File: config.mk
export PLATFORM = sky130hd
export DESIGN_NAME = pipe_stage_chain
export DESIGN_NICKNAME = d
export VERILOG_FILES = /design/src/rtl/pipe_pkg.sv /design/src/rtl/pipe_slot.sv /design/src/rtl/pipe_stage_chain.sv
export SDC_FILE = /design/constraint.sdc
export NUM_CORES = 1
export LEC_CHECK = 0
export ABC_AREA = 1
export CORE_MARGIN = 10
export CORE_UTILIZATION = 60
export CTS_CLUSTER_SIZE = 14
export DETAILED_ROUTE_END_ITERATION = 12
export HOLD_SLACK_MARGIN = 0.03
export MAX_ROUTING_LAYER = met4
export PLACE_DENSITY = 0.89
export SLEW_MARGIN = 20
export SYNTH_ARGS = -nofsm -noshare
export SYNTH_HDL_FRONTEND = slang
export SYNTH_HIERARCHICAL = 1
export SYNTH_SLANG_ARGS = --single-unit
File: constraint.sdc
create_clock -name clk -period 4.5 [get_ports clk]
set_input_delay 0.9 -clock clk [delete_from_list [all_inputs] [get_ports clk]]
set_output_delay 0.9 -clock clk [all_outputs]
set_load 0.03 [all_outputs]
File: src/rtl/pipe_pkg.sv
// rtl/pipe_pkg.sv - shared constants and occupancy width helper for pipe_stage_chain
package pipe_pkg;

    localparam int DEFAULT_WIDTH = 32;
    localparam int DEFAULT_DEPTH = 4;

    // Enough bits to count every stage plus the optional skid slot without wrapping.
    function automatic int occ_width(input int depth, input int skid);
        return $clog2(depth + skid + 1);
    endfunction

endpackage

File: src/rtl/pipe_slot.sv
// rtl/pipe_slot.sv - one valid/payload register with load and clear
module pipe_slot
    import pipe_pkg::*;
#(
    parameter int WIDTH = DEFAULT_WIDTH
) (
    input  logic             clk,
    input  logic             reset_n,
    input  logic             load,
    input  logic             clear,
    input  logic             next_v,
    input  logic [WIDTH-1:0] next_d,
    output logic             v,
    output logic             v_nxt,
    output logic [WIDTH-1:0] d
);

    logic             v_d, v_q;
    logic [WIDTH-1:0] d_d, d_q;

    // Clear wins over load so a killed slot always reads back as an all-zero bubble.
    always_comb begin
        v_d = v_q;
        d_d = d_q;
        if (load) begin
            v_d = next_v;
            d_d = next_d;
        end
        if (clear) begin
            v_d = 1'b0;
            d_d = '0;
        end
    end

    always_ff @(posedge clk or negedge reset_n) begin
        if (!reset_n) begin
            v_q <= 1'b0;
            d_q <= '0;
        end else begin
            v_q <= v_d;
            d_q <= d_d;
        end
    end

    assign v     = v_q;
    assign v_nxt = v_d;
    assign d     = d_q;

endmodule

File: src/rtl/pipe_stage_chain.sv
// rtl/pipe_stage_chain.sv - pipeline register chain with valid/ready, bubbles, per-stage kill and optional skid
module pipe_stage_chain
    import pipe_pkg::*;
#(
    parameter int WIDTH = DEFAULT_WIDTH,
    parameter int DEPTH = DEFAULT_DEPTH,
    parameter int SKID  = 0
) (
    input  logic                                 clk,
    input  logic                                 reset_n,
    input  logic                                 in_valid,
    output logic                                 in_ready,
    input  logic [WIDTH-1:0]                     in_data,
    output logic                                 out_valid,
    input  logic                                 out_ready,
    output logic [WIDTH-1:0]                     out_data,
    input  logic [DEPTH-1:0]                     flush,
    output logic [occ_width(DEPTH, SKID)-1:0]    occupancy
);

    localparam int OW = occ_width(DEPTH, SKID);

    logic [DEPTH-1:0] v, v_nxt, load;
    logic [WIDTH-1:0] d [DEPTH];
    logic             src_v;
    logic [WIDTH-1:0] src_d;
    logic             skid_nxt;
    logic [OW-1:0]    occ_d, occ_q;

    // A stage can load when it is empty or its item moves on; walk from the tail.
    always_comb begin
        logic nxt_load;
        nxt_load = out_ready;
        load     = '0;
        for (int i = DEPTH - 1; i >= 0; i--) begin
            load[i]  = !v[i] | nxt_load;
            nxt_load = load[i];
        end
    end

    generate
        if (SKID != 0) begin : g_skid
            logic             skid_v, skid_v_nxt;
            logic [WIDTH-1:0] skid_d;

            pipe_slot #(.WIDTH(WIDTH)) u_skid (
                .clk     (clk),
                .reset_n (reset_n),
                .load    (load[0] | !skid_v),
                .clear   (flush[0]),
                .next_v  (in_valid & !skid_v & !load[0]),
                .next_d  (in_data),
                .v       (skid_v),
                .v_nxt   (skid_v_nxt),
                .d       (skid_d)
            );

            assign in_ready = !skid_v;
            assign src_v    = skid_v | in_valid;
            assign src_d    = skid_v ? skid_d : in_data;
            assign skid_nxt = skid_v_nxt;
        end else begin : g_noskid
            assign in_ready = load[0];
            assign src_v    = in_valid;
            assign src_d    = in_data;
            assign skid_nxt = 1'b0;
        end
    endgenerate

    generate
        for (genvar i = 0; i < DEPTH; i++) begin : g_stage
            logic             nv;
            logic [WIDTH-1:0] nd;
            if (i == 0) begin : g_head
                assign nv = src_v;
                assign nd = src_d;
            end else begin : g_body
                assign nv = v[i-1];
                assign nd = d[i-1];
            end

            pipe_slot #(.WIDTH(WIDTH)) u_slot (
                .clk     (clk),
                .reset_n (reset_n),
                .load    (load[i]),
                .clear   (flush[i]),
                .next_v  (nv),
                .next_d  (nd),
                .v       (v[i]),
                .v_nxt   (v_nxt[i]),
                .d       (d[i])
            );
        end
    endgenerate

    // Count from next-state flags so accept, drain and kill in one edge net out exactly.
    always_comb begin
        occ_d = OW'(skid_nxt);
        for (int i = 0; i < DEPTH; i++) begin
            occ_d = occ_d + OW'(v_nxt[i]);
        end
    end

    always_ff @(posedge clk or negedge reset_n) begin
        if (!reset_n) begin
            occ_q <= '0;
        end else begin
            occ_q <= occ_d;
        end
    end

    assign out_valid = v[DEPTH-1];
    assign out_data  = d[DEPTH-1];
    assign occupancy = occ_q;

endmodule
Word-level counts from Yosys, hierarchy flattened. Index checks and enable logic that the tools add are counted.

Register bits: 135. Latch bits: 0. Memory bits (writable): 0. Memory bits (read-only): 0. Bits of input ports: 40. Word-level logic and storage cells: 40. Memories kept: 0.

Add/subtract/negate cells: 3. Multipliers: 0. Div/mod/pow operators: 0. $lt $le $gt $ge: 0. Eq/ne operators: 0. Shifts and indexed selects: 0. Muxes and demuxes: 16. Bitwise logic cells: 4. Reduce and logical (&&, ||, !) cells: 8.

Operators by type and width (number): 32-bit 2-to-1 mux (8); 1-bit 2-to-1 mux (8); 2-bit nonzero test (4); 1-bit logical NOT (4); 1-bit bitwise OR (4); 2-bit by 1-bit adder with 3-bit output (1); 3-bit by 1-bit adder with 3-bit output (1); 1-bit by 1-bit adder with 2-bit output (1).

Depth between registers and ports, before layout. Gate-level depths: netlist of run 1.

Depth after elaboration: 10. Gate-level depth with buffers: 13.

Hierarchy. Netlist of run 1, hierarchy kept.

By module, submodules not included: pipe_slot (instances 4, cells each 144, area an instance 1473.9 um^2, sequential area each 825.8 um^2); pipe_stage_chain (instances 1, cells each 17, area an instance 167.7 um^2, sequential area each 75.1 um^2).

Least setup slack after synthesis of run 1. Ideal clock, no wire load.

Path kind: in2reg. Start point: in out_ready. End point: reg occ_q[1] (netlist: occupancy[1]). Data arrival time: 3094 ps. Required time: 4374 ps. Setup slack: 1280 ps. Cell stages on the path: 12. Buffers on the path: 2. Cell sequence: nor2_2 -> nand4_1 -> buf_4 -> nor2_8 -> buf_6 -> nand2_1 -> nand2_1 -> inv_1 -> fa_1 -> inv_1 -> ha_1 -> ha_1.

Word-level cells in the longest chain between the ends: 9.

RTL lines: start: declaration (line pipe_stage_chain.sv:15) `input logic out_ready,`; 1-bit bitwise OR (4 in a row) (line pipe_stage_chain.sv:36) `load[i] = !v[i] | nxt_load;`; via in_ready (line pipe_stage_chain.sv:12) `output logic in_ready,`; 1-bit 2-to-1 mux (line pipe_slot.sv:25) `if (load) begin`; 1-bit 2-to-1 mux (line pipe_slot.sv:29) `if (clear) begin`; via v_nxt[0] (line pipe_stage_chain.sv:23) `logic [DEPTH-1:0] v, v_nxt, load;`; 1-bit by 1-bit adder with 2-bit output (line pipe_stage_chain.sv:100) `occ_d = occ_d + OW'(v_nxt[i]);`; 2-bit by 1-bit adder with 3-bit output (line pipe_stage_chain.sv:100); 3-bit by 1-bit adder with 3-bit output (line pipe_stage_chain.sv:100); via occ_d[1] (line pipe_stage_chain.sv:28) `logic [OW-1:0] occ_d, occ_q;`; end signal: assignment (line pipe_stage_chain.sv:106) `occ_q <= '0;`; end signal: assignment (line pipe_stage_chain.sv:108) `occ_q <= occ_d;`; end: declaration (line pipe_stage_chain.sv:28).

The timed path passes the listed nets, and every way through them passes these cells. A chain may end at the register's enable or synchronous reset.

Worst setup path in the final report of run 1.
Start point: in out_ready. End point: out in_ready.

Word-level cells in the longest chain between the ends: 4.

RTL lines (line): 1-bit bitwise OR (4 in a row) (pipe_stage_chain.sv:36); end: declaration (pipe_stage_chain.sv:12).

No other way between the ends.

==> impl_metrics.csv, run 1 <==
group,metric,value,unit
run,drv_cap,0,
global_routing,grtUsageMet1,22.9,%
synth,avgSynthCellArea,10.2,µm²
cts,cts_setup_buffers,0,
global_routing,grt_max_degree,69,
cts,clock-sinks,135,
pwr,p_int,2210,µW
synth,syn_nets,636,
synth,synth_top_area_share,55.7,%
outcome,status,"finished, final reports clean",
synth,ys_types,13,
placed_design,placed_cells_incl_taps,771,
sta,slew_headroom,45.5,%
cts,postCtsHoldBufs,0,
sta,slew_viol_final,0,
worst_setup_path,critPathRequiredTime,3.60,ns
pwr,leakagePower,0.00372,µW
final_layout,area_growth,19.5,%
worst_setup_path,cp_data_arrival_time,2.67,ns
pwr,pwr-share-comb,6.0,%
sta,worst_clock_skew,0.0145,ns
floorplan,die-width,121,µm
global_routing,grt-busiest-layer,"met2",
synth,ys_ff_latch,135,
synth,synth_edf_count,0,
sta,period_share,79.4,%
synth,synth_cells,593,
synth,synth-seq-area-share,55.7,%
global_routing,gr-total-overflow,0,
synth,synth_simple_gate_area_share,36.2,%
cts,worstSkewPairLatency,0.53,ns
synth,synth_top_family_by_area,"simple AND/OR/NAND/NOR gates",
synth,syn_area,0.00606,mm²
routing,wl_per_cell,15.5,µm
pwr,vdd_drop_max,0.190,mV
sta,worstMarginPinSlew,0.817,ns
routing,num_vias,4219,
floorplan,ioPinCount,77,
synth,muxShareOfSynthArea,0,%
worst_setup_path,critPathTopFamily,"buffers and inverters",
cts,htree_levels,4,
routing,firstDrtPassIters,4,
final_layout,final_nets,700,
worst_setup_path,cp-start-kind,"input pin",
final_layout,instances_no_fill,803,
placed_design,place_congestion,0.760,
sta,min_period,3.57,ns
sta,hold_viol,0,
cts,cts_buffers,17,
synth,synth_area_leaders,"dfrtp_1 56%, nand2_1 16%, nand3_2 15%, buf_6 5.2%, nand3_1 3.7%",
synth,ys_top_cells_by_count,"265 x nand2_1, 135 x dfrtp_1, 88 x nand3_2, 45 x nand3_1, 28 x buf_6",
cts,cts_max_path_buffers,2,
worst_setup_path,critPathKind,"input pin to output pin",
global_routing,track_usage,18.4,%
floorplan,floorplan.initialDensity,61.7,%
routing,drt_iter0_drc,288,
pwr,switching_power,605,µW
synth,synthXorXnorAreaFrac,0,%
pwr,total_power,2820,µW
placed_design,io_buffers,76,
synth,yosys.cell_count.top_type,"nand2_1",
sta,setup_violations,0,
floorplan,row_count,36,
cts,clk_pin_slew,0.06,ns
worst_setup_path,cp_num_buf_inv,2,
placed_design,hpwl,8540,µm
floorplan,core,0.00982,mm²
pwr,clkPwrFrac,48.4,%
routing,drc,0,
pwr,power_density,389,mW/mm²
final_layout,diodes,0,
synth,synth_compound_gate_area_share,0,%
synth,ys.flop_type,"dfrtp_1",
global_routing,grt_pass1_vias,4292,
worst_setup_path,cp-end-kind,"output pin",
synth,yosys.area.top_type,"dfrtp_1",
routing,drt-total-wl,12400,µm
worst_setup_path,slowest_stage,"clkdlybuf4s50_1",
global_routing,antenna_found_initial,0,
routing,ant_nets,0,
cts,cts_tree,"done",
sta,max_clock_freq,280,MHz
floorplan,dieArea,0.0145,mm²
global_routing,grt_use_met3,4.70,%
global_routing,grtUsageMet2,28.9,%
synth,async_flop_share,100,%
pwr,pwr-share-seq,45.7,%
worst_setup_path,path_max_fanout,4,
routing,routed_via_density,5.25,
synth,yosysWarnings,6,
cts,cts-resized-gates,0,
worst_setup_path,crit_chain,"clkdlybuf4s50_1 > nor2_2 > nand4_1 > clkdlybuf4s50_1",
cts,cts-root-buf,"clkbuf_8",
worst_setup_path,crit_top_cell,"clkdlybuf4s50_1",
global_routing,grt_pass1_wl,21300,µm
synth,synthAdderAreaFrac,0.743,%
worst_setup_path,critPathMaxStageDelay,0.72,ns
pwr,swShare,21.5,%
worst_hold_path,hp-class,"input pin to asynchronous set/reset pin",
floorplan,dieHeight,121,µm
final_layout,layout-drive-gt1-share,20.3,%
sta,fin_setup_tns,0,ns
sta,rsz0062_at_grt,"no",
-- logic make-up (layout without fill, tap and decap cells) --
| kind of cell | Yosys count | after routing |
|---|---|---|
| fa+ha+maj | 3 | 3 |
| buf+inv | 51 | 128 |
| flops | 135 | 135 |
| simple gates | 404 | 404 |
-- cell usage in the layout, fill, tap and decap left out, drive strengths merged --
cell           Yosys  final
fa                 1      1
buf               40     10
clkdlybuf4s50      0     75
nand2            265    265
clkbuf             0     24
clkinv             0      3
bufinv             0      3
clkinvlp           0      2
nand3            133    133
ha                 2      2
nor2               5      5
nand4              1      1
inv               11     11
dfrtp            135    135
-- worst paths after layout --
check / startpoint / slack [ns] / end / cells past startpoint
min in group clk: g_stage[3].u_slot/d[4] / 0.47 / g_stage[3].u_slot/d[4] / 2
max: out_ready / 0.93 / in_ready / 4
max in group asynchronous: reset_n / 3.09 / g_stage[2].u_slot/d[15] / 2
max reg2reg: g_stage[3].u_slot/v / 1.57 / occupancy[1] / 11
min reg2reg: g_stage[3].u_slot/d[4] / 0.47 / g_stage[3].u_slot/d[4] / 2
min: reset_n / 0.45 / g_stage[0].u_slot/d[22] / 1
-- layout make-up --
class,instances,area (µm²)
Tap cell,133,166
Inverter,11,41.3
Fill cell,678,2570
Clock buffer,24,470
Sequential cell,135,3380
Clock inverter,8,120
Multi-Input combinational cell,407,2240
Timing Repair Buffer,85,826
-- state kept, by name, indices dropped and copies added (netlist names) --
| signal | flops |
|---|---|
| occupancy | 3 |
| g_stage.u_slot/d | 128 |
| g_stage.u_slot/v | 4 |
-- power by group through the flow --
stage,sequential [µW],clock [µW],combinational [µW]
2_1_floorplan,1310,0,76.4
3_3_place_gp,1300,0,162
3_5_place_dp,1310,0,169
4_1_cts,1290,1370,171
5_1_grt,1290,1440,186
6_report,1290,1360,168
-- stage by stage --
stage / setup WS [ns] / instance area (µm²) / hold slack, ns / util (%)
global placement: 0.836 / 6660 / 0.456 / 67.8
global route: 0.853 / 7250 / 0.487 / 73.8
floorplan: 1.28 / 6060 / 0.443 / -
detailed placement: 0.727 / 6660 / 0.458 / 67.8
finish: 0.928 / 7250 / 0.453 / 73.8
CTS: 0.940 / 7250 / 0.472 / 73.8
-- per-layer routing --
layer	routed length (µm)	vias up
li1	-	2028
met1	5420	2063
met2	6190	117
met3	679	11
met4	136	0
met5	0	-
No activity file was read; power rests on OpenSTA's default activity.
==> run 2: changes to the inputs <==
--- a/config.mk
+++ b/config.mk
@@ -7,12 +7,12 @@
 export LEC_CHECK = 0
 export ABC_AREA = 1
 export CORE_MARGIN = 10
-export CORE_UTILIZATION = 60
+export CORE_UTILIZATION = 55
 export CTS_CLUSTER_SIZE = 14
 export DETAILED_ROUTE_END_ITERATION = 12
 export HOLD_SLACK_MARGIN = 0.03
 export MAX_ROUTING_LAYER = met4
-export PLACE_DENSITY = 0.89
+export PLACE_DENSITY = 0.83
 export SLEW_MARGIN = 20
 export SYNTH_ARGS = -nofsm -noshare
 export SYNTH_HDL_FRONTEND = slang
==> constraint.sdc (replaced) <==
create_clock -name clk -period 3.5 [get_ports clk]
set_input_delay 0.7 -clock clk [delete_from_list [all_inputs] [get_ports clk]]
set_output_delay 0.7 -clock clk [all_outputs]
set_load 0.03 [all_outputs]
==> impl_metrics.csv, run 2 (synthesis gave the netlist of run 1 again) <==
group,metric,value,unit
sta,worstMarginPinSlew,0.690,ns
pwr,vdd_drop_max,0.252,mV
floorplan,ioPinCount,77,
final_layout,layout_common_cells,"265 x nand2_1, 135 x dfrtp_1, 89 x nand3_2",
cts,worstSkewPairLatency,0.52,ns
routing,num_vias,4113,
placed_design,placed_area,0.00671,mm²
worst_hold_path,hp-class,"input pin to asynchronous set/reset pin",
floorplan,floorplan.initialDensity,56.2,%
routing,drc,0,
worst_setup_path,cp_data_arrival_time,2.34,ns
floorplan,die-width,125,µm
sta,period_share,86.8,%
worst_setup_path,regToRegSetupSlack,1.07,ns
final_layout,final_common_cell,"nand2_1",
worst_setup_path,crit_end,"in_ready",
pwr,power_density,480,mW/mm²
placed_design,hpwl,8470,µm
placed_design,placed_cells_incl_taps,782,
worst_setup_path,startpoint,"out_ready",
floorplan,core,0.0108,mm²
final_layout,instances_no_fill,813,
routing,firstDrtPassIters,5,
floorplan,dieArea,0.0156,mm²
routing,drt-total-wl,12100,µm
final_layout,final_area,0.00725,mm²
worst_setup_path,r2r_start,"g_stage[3].u_slot/v",
sta,hold_viol,0,
placed_design,place_congestion,0.761,
global_routing,track_usage,16.3,%
worst_setup_path,critPathRequiredTime,2.80,ns
worst_setup_path,path_max_fanout,11,
sta,fin_setup_tns,0,ns
cts,cts_max_path_buffers,2,
sta,rsz0062_at_grt,"no",
final_layout,area_growth,19.6,%
worst_setup_path,r2r_end,"occupancy[1]",
routing,routed_via_density,5.06,
cts,cts_buffers,17,
global_routing,gr-total-overflow,0,
cts,cts_setup_buffers,0,
global_routing,antenna_found_initial,0,
cts,postCtsHoldBufs,0,
cts,clock-sinks,135,
sta,min_period,3.04,ns
pwr,leakagePower,0.00374,µW
sta,slew_viol_final,0,
routing,drt_iter0_drc,253,
cts,cts_tree,"done",
cts,clk_pin_slew,0.06,ns
worst_setup_path,cp-end-kind,"output pin",
placed_design,io_buffers,76,
worst_setup_path,critPathKind,"input pin to output pin",
cts,cts-root-buf,"clkbuf_8",
sta,worst_clock_skew,0.00620,ns
floorplan,row_count,38,
final_layout,largest_register_ffs,128,
run,drv_cap,0,
worst_setup_path,cp-start-kind,"input pin",
cts,htree_levels,4,
floorplan,dieHeight,125,µm
cts,cts-resized-gates,0,
outcome,status,"finished, final reports clean",
global_routing,grt_max_degree,136,
sta,slew_headroom,54.0,%
final_layout,diodes,0,
routing,wl_per_cell,14.9,µm
global_routing,grt_pass1_vias,4288,
global_routing,grt_pass1_wl,20900,µm
final_layout,layout-drive-gt1-share,21.1,%
routing,ant_nets,0,
final_layout,final_nets,704,
worst_setup_path,r2r_cells,12,
sta,max_clock_freq,329,MHz
sta,setup_violations,0,
run 2: cell count changes in the layout (fill, tap and decap cells not counted):
cell       before  now
bufinv_16       3    1
clkbuf_8        4    5
buf_12          0    1
buf_4          10   13
clkbuf_1        4    1
clkinv_2        3    6
run 2: cell type report:
type | instances | area (µm²)
Timing Repair Buffer | 89 | 868
Fill cell | 755 | 3540
Clock inverter | 9 | 75.1
Tap cell | 140 | 175
Multi-Input combinational cell | 407 | 2240
Sequential cell | 135 | 3380
Clock buffer | 22 | 473
Inverter | 11 | 41.3
run 2: where the power goes:
part           internal [µW]  switching (µW)  total, µW
sequential              1610            37.0       1650
combinational           92.9             123        216
clock                   1000             608       1610
total                   2710             768       3480
run 2: worst max-delay path, stage by stage:
cell	delay [ns]
clkdlybuf4s50_1	0.43
nor2_2	0.25
nand4_1	0.12
buf_4	0.22
clkdlybuf4s50_1	0.61
run 2: worst min-delay path by stage:
stage | from | to | slack (ns) | cells past startpoint
global route | reset_n | g_stage[0].u_slot/v | 0.34 | 2
detailed placement | g_stage[3].u_slot/d[30] | g_stage[3].u_slot/d[30] | 0.46 | 2
global placement | g_stage[3].u_slot/d[21] | g_stage[3].u_slot/d[21] | 0.46 | 2
finish | reset_n | g_stage[0].u_slot/v | 0.26 | 2
CTS | reset_n | g_stage[0].u_slot/v | 0.32 | 2
floorplan | reset_n | g_stage[0].u_slot/d[0] | 0.40 | 0
run 2: routing by layer:
layer	wire length (µm)	share of wire (%)	global-route usage [%]
met5	0	0	-
met4	159	1.3	5.42
met3	426	3.5	4.39
met2	5910	49	25.5
met1	5610	46	20.0
run 2: per-stage QoR:
step	utilization (%)	setup WS, ns	power (µW)	hold slack (ns)
2_1_floorplan	-	0.480	1780	0.404
3_3_place_gp	62.1	0.443	1880	0.456
5_1_grt	67.2	0.384	3600	0.338
6_report	67.2	0.462	3480	0.264
4_1_cts	67.2	0.485	3500	0.319
3_5_place_dp	62.1	0.368	1900	0.460
